===== config.mk =====
export PLATFORM = sky130hd
export DESIGN_NAME = dsp_mac_sequencer
export DESIGN_NICKNAME = d
export VERILOG_FILES = /design/src/rtl/dsp_seq_pkg.sv /design/src/rtl/dsp_opm_delay.sv /design/src/rtl/dsp_mac_sequencer.sv
export SDC_FILE = /design/constraint.sdc
export NUM_CORES = 1
export LEC_CHECK = 0
export CAP_MARGIN = 5
export CORE_MARGIN = 3
export CORE_UTILIZATION = 41
export DETAILED_ROUTE_END_ITERATION = 12
export HOLD_SLACK_MARGIN = 0.02
export PLACE_DENSITY = 0.93
export SYNTH_ARGS = -nofsm -noshare
export SYNTH_HDL_FRONTEND = slang
export SYNTH_HIERARCHICAL = 1
export SYNTH_SLANG_ARGS = --single-unit
export TNS_END_PERCENT = 20

===== constraint.sdc =====
create_clock -name CLK -period 3.22 [get_ports CLK]
set_clock_uncertainty 0.1 [all_clocks]
set_input_delay 0.483 -clock CLK [delete_from_list [all_inputs] [get_ports CLK]]
set_output_delay 0.483 -clock CLK [all_outputs]
set_load 0.1 [all_outputs]

===== src/rtl/dsp_seq_pkg.sv =====
// Shared types and OPMODE encodings for the DSP48A1 MAC sequencer.
package dsp_seq_pkg;

  typedef enum logic [2:0] {
    StIdle,
    StClr,
    StRun,
    StDrain,
    StDone
  } state_e;

  // OPMODE fields: [1:0] X mux, [3:2] Z mux.
  localparam logic [7:0] OPM_IDLE = 8'h00;
  localparam logic [7:0] OPM_MUL  = 8'h01;
  localparam logic [7:0] OPM_MAC  = 8'h09;

endpackage


===== src/rtl/dsp_opm_delay.sv =====
// OPMODE delay line that advances with the slice clock enable so the mode
// arrives at the post-adder together with its beat.
module dsp_opm_delay #(
  parameter int unsigned Depth = 1
) (
  input  logic       clk_i,
  input  logic       rst_ni,
  input  logic       en_i,
  input  logic       clr_i,
  input  logic [7:0] opm_i,
  output logic [7:0] opm_o
);

  if (Depth == 0) begin : g_bypass
    logic unused_ctrl;
    assign unused_ctrl = ^{clk_i, rst_ni, en_i, clr_i};
    assign opm_o = opm_i;
  end else begin : g_shift
    logic [7:0] sr_q [Depth];

    always_ff @(posedge clk_i or negedge rst_ni) begin
      if (!rst_ni) begin
        for (int i = 0; i < int'(Depth); i++) sr_q[i] <= '0;
      end else if (clr_i) begin
        for (int i = 0; i < int'(Depth); i++) sr_q[i] <= '0;
      end else if (en_i) begin
        sr_q[0] <= opm_i;
        for (int i = 1; i < int'(Depth); i++) sr_q[i] <= sr_q[i-1];
      end
    end

    assign opm_o = sr_q[Depth-1];
  end

endmodule


===== src/rtl/dsp_mac_sequencer.sv =====
// Sequences a DSP48A1-style slice through an N-beat multiply-accumulate job:
// streams operand pairs, drives OPMODE/CE/RSTP and pulses done once P settles.
module dsp_mac_sequencer
  import dsp_seq_pkg::*;
#(
  parameter int unsigned A_W     = 18,
  parameter int unsigned B_W     = 18,
  parameter int unsigned LEN_W   = 8,
  parameter int unsigned LAT     = 4,
  parameter int unsigned OPM_DLY = 1
) (
  input  logic             CLK,
  input  logic             RST,
  input  logic             start,
  input  logic [LEN_W-1:0] len,
  input  logic             abort,
  output logic             busy,
  output logic             done,
  input  logic             in_valid,
  output logic             in_ready,
  input  logic [A_W-1:0]   a_in,
  input  logic [B_W-1:0]   b_in,
  output logic [A_W-1:0]   dsp_a,
  output logic [B_W-1:0]   dsp_b,
  output logic [7:0]       dsp_opmode,
  output logic             dsp_ce,
  output logic             dsp_rstp
);

  localparam int unsigned DW = $clog2(LAT);

  state_e           state_q, state_d;
  logic [LEN_W-1:0] remaining_q, remaining_d;
  logic             first_q, first_d;
  logic [DW-1:0]    drain_q, drain_d;
  logic [7:0]       opm_issue;
  logic             kill;

  assign kill = abort && (state_q != StIdle);

  always_ff @(posedge CLK or negedge RST) begin
    if (!RST) begin
      state_q     <= StIdle;
      remaining_q <= '0;
      first_q     <= 1'b0;
      drain_q     <= '0;
    end else begin
      state_q     <= state_d;
      remaining_q <= remaining_d;
      first_q     <= first_d;
      drain_q     <= drain_d;
    end
  end

  always_comb begin
    state_d     = state_q;
    remaining_d = remaining_q;
    first_d     = first_q;
    drain_d     = drain_q;
    case (state_q)
      StIdle: begin
        if (start) begin
          if (len != '0) begin
            remaining_d = len;
            first_d     = 1'b1;
            state_d     = StRun;
          end else begin
            state_d = StClr;
          end
        end
      end
      StClr: state_d = StDone;
      StRun: begin
        if (in_valid) begin
          remaining_d = remaining_q - LEN_W'(1);
          first_d     = 1'b0;
          if (remaining_q == LEN_W'(1)) begin
            drain_d = DW'(LAT - 1);
            state_d = StDrain;
          end
        end
      end
      StDrain: begin
        drain_d = drain_q - DW'(1);
        if (drain_q == DW'(1)) state_d = StDone;
      end
      StDone:  state_d = StIdle;
      default: state_d = StIdle;
    endcase
    // Abort wins over every transition, including the last-beat handshake.
    if (kill) begin
      state_d     = StIdle;
      remaining_d = '0;
      first_d     = 1'b0;
      drain_d     = '0;
    end
  end

  always_comb begin
    busy      = (state_q != StIdle);
    done      = (state_q == StDone) && !abort;
    in_ready  = 1'b0;
    dsp_ce    = 1'b0;
    dsp_rstp  = 1'b0;
    dsp_a     = '0;
    dsp_b     = '0;
    opm_issue = OPM_IDLE;
    case (state_q)
      StClr: dsp_rstp = 1'b1;
      StRun: begin
        in_ready  = 1'b1;
        dsp_ce    = in_valid && !abort;
        opm_issue = first_q ? OPM_MUL : OPM_MAC;
        if (in_valid) begin
          dsp_a = a_in;
          dsp_b = b_in;
        end
      end
      StDrain: begin
        dsp_ce    = !abort;
        opm_issue = OPM_MAC;
      end
      default: ;
    endcase
  end

  dsp_opm_delay #(
    .Depth (OPM_DLY)
  ) u_opm_delay (
    .clk_i  (CLK),
    .rst_ni (RST),
    .en_i   (dsp_ce),
    .clr_i  (kill),
    .opm_i  (opm_issue),
    .opm_o  (dsp_opmode)
  );

endmodule


==> metrics.csv <==
metric;value;unit
status;completed;
p_int;1.32;mW
r2r_slack;0.80;ns
routedWlPerCell;19.1;um
peakVddDrop;0.722;mV
cts_buffers;3;
synth.avg_cell_area;9.01;um^2
die_x;69.3;um
place.gp.congestion;0.807;
dr.first_iter.drc_count;137;
drt_pre_antenna_iters;5;
cp-start-kind;flop;
path_class;reg2out;
io_buffers;97;
ys_seq_area_share;33.6;%
yosysUniqueCellTypes;49;
fp.dieArea;4800;um^2
clkLatencyLatePin;0.26;ns
most-common-layout-cells;clkdlybuf4s50_1, buf_12, and3_1, dfrtp_1, nor2_1;
crit_chain;or3b_1, inv_2, and3_1, buf_12;
area_growth;84.1;%
clockPowerShare;4.9;%
synth_area;1640;um^2
tightest_slew;0.961;ns
finalSetupViolCount;0;
cp-end-kind;output port;
cts_sinks;22;
cts_tree;built;
wl;6120;um
core-area;3770;um^2
crit_fanout;39;
cpPeakStageDelay;0.61;ns
rsz0062_at_grt;false;
post-cts-setup-buffers;0;
top_layer_used;met4;
overflow;0;
powerDensity;1110;nW/um^2
root_buffer;clkbuf_8;
rows;22;
pwr-share-seq;15.8;%
cts.clk_slew.worst_paths;0.08;ns
max-slew-margin-rel;35.7;%
clockBufferDepth;2;
first_global_vias;1872;
antenna_found_initial;0;
fin_crit_sh;94.0;%
initial_core_util;43.5;%
async_flop_share;100;%
vias;1897;
required;2.64;ns
power.leakage;1.38;nW
hold_viol;0;
grt_pass1_wl;9820;um
drive_gt1_share;24.9;%
combPwrFrac;79.2;%
grt_max_degree;40;
hp-class;reg2reg;
vias_per_cell;5.91;
track_usage;25.2;%
cpMaxStageDelayCell;dfrtp_1;
cp.arrival;2.44;ns
pin_count;98;
cts_hold_buf;0;
route.met2.wl;3310;um
dp_hpwl;4720;um
path_delay_family;simple AND/OR/NAND/NOR gates;
nNetsFinal;327;
die_h;69.3;um
layout_commonest_cell;clkdlybuf4s50_1;
timing.final.max_slew_violations;0;
cap_violations;0;
period_minus_slack;3.03;ns
synth_cells;182;
fmax;330;MHz
diodes;0;
fin_setup_tns;0;ns
wl_met3;414;um
ant_nets;0;
switchingPower;2.03;mW
nFillCells;203;
htree_levels;1;
fin_util;80.1;%
synth_seq_cells;22;
synth_edf_count;0;
path_buf_inv;2;
cts-resized-gates;0;
ys.flop_type;dfrtp_1;
wirelength_met1;2170;um
yosys_warnings;6;
drc_errors;0;
switching_share;60.6;%
## Yosys cell counts, types with 2 or more instances
cell	number	area share (%)
mux2i_1	9	5.5
o2bb2ai_1	3	1.6
o41ai_1	5	2.7
dfrtp_1	22	34
a21oi_1	10	3.1
o32ai_1	2	1.1
o31ai_1	4	1.8
inv_1	7	1.6
clkbuf_1	4	0.92
buf_6	3	2.1
o21ai_0	3	0.92
nand2b_1	4	1.5
ha_1	3	2.3
and3_1	37	14
buf_2	7	2.1
clkbuf_2	2	0.61
nor3_1	5	1.5
mux2_4	2	1.8
nor4b_1	2	1.1
nor2_1	18	4.1
o21bai_1	2	0.92
## worst paths after layout
path                                        start                          endpoint  depth (start not counted)
max                        state_q[1]$_DFFE_PN0P_                         dsp_b[14]                          4
min                        drain_q[1]$_DFFE_PN0P_            drain_q[1]$_DFFE_PN0P_                          1
max reg2reg                state_q[1]$_DFFE_PN0P_        remaining_q[1]$_DFFE_PN0P_                          4
min reg2reg                drain_q[1]$_DFFE_PN0P_            drain_q[1]$_DFFE_PN0P_                          1
max in group asynchronous                     RST  u_opm_delay/opm_o[7]$_DFFE_PN0P_                          1
min in group asynchronous                     RST  u_opm_delay/opm_o[3]$_DFFE_PN0P_                          1
## cell families after synthesis
logic type / share of synthesized area, %
AND/OR/NAND/NOR: 31.0
AO/OA/AOI/OAI: 17.4
buffers and inverters: 8.24
flip-flops: 33.6
multiplexers: 7.32
adder cells (fa/ha/maj): 2.29
other: 0.229
## metal layers
layer / track usage [%] / vias to the layer above
met1: 30.1 / 893
met4: 7.16 / 0
li1: - / 853
met3: 5.51 / 29
met5: 0 / -
met2: 45.2 / 122
## metrics by stage
stage / hold WS [ns] / instances / setup slack [ns] / instance area (um^2) / power (mW)
CTS: 0.409 / 321 / 0.262 / 3020 / 3.33
global placement: 0.376 / 318 / 0.539 / 2980 / 3.08
finish: 0.412 / 321 / 0.194 / 3020 / 3.36
detailed placement: 0.394 / 318 / 0.409 / 2980 / 3.15
floorplan: 0.0874 / 187 / 0.228 / 1670 / 2.39
global route: 0.428 / 321 / 0.0653 / 3020 / 3.47
## power groups by stage
stage	Sequential (mW)	Combinational (mW)	Clock (mW)
after detailed placement	0.528	2.62	0
after global placement	0.515	2.57	0
after floorplan	0.795	1.59	0
after global routing	0.548	2.75	0.178
final	0.531	2.66	0.166
after CTS	0.523	2.64	0.167
## state kept, by name (all words and copies together), names as in the netlist
register           count
first_q                1
u_opm_delay/opm_o      8
drain_q                2
state_q                3
remaining_q            8
## area by class of cell
cell class	count	area [um^2]	area share, %
tap	48	60.1	1.99
clock buffer	3	41.3	1.37
timing repair buffer	101	1350	44.8
multi-input combinational	139	985	32.6
sequential	22	551	18.2
inverter	8	30.0	0.994
Power figures use the tool's default switching activity.
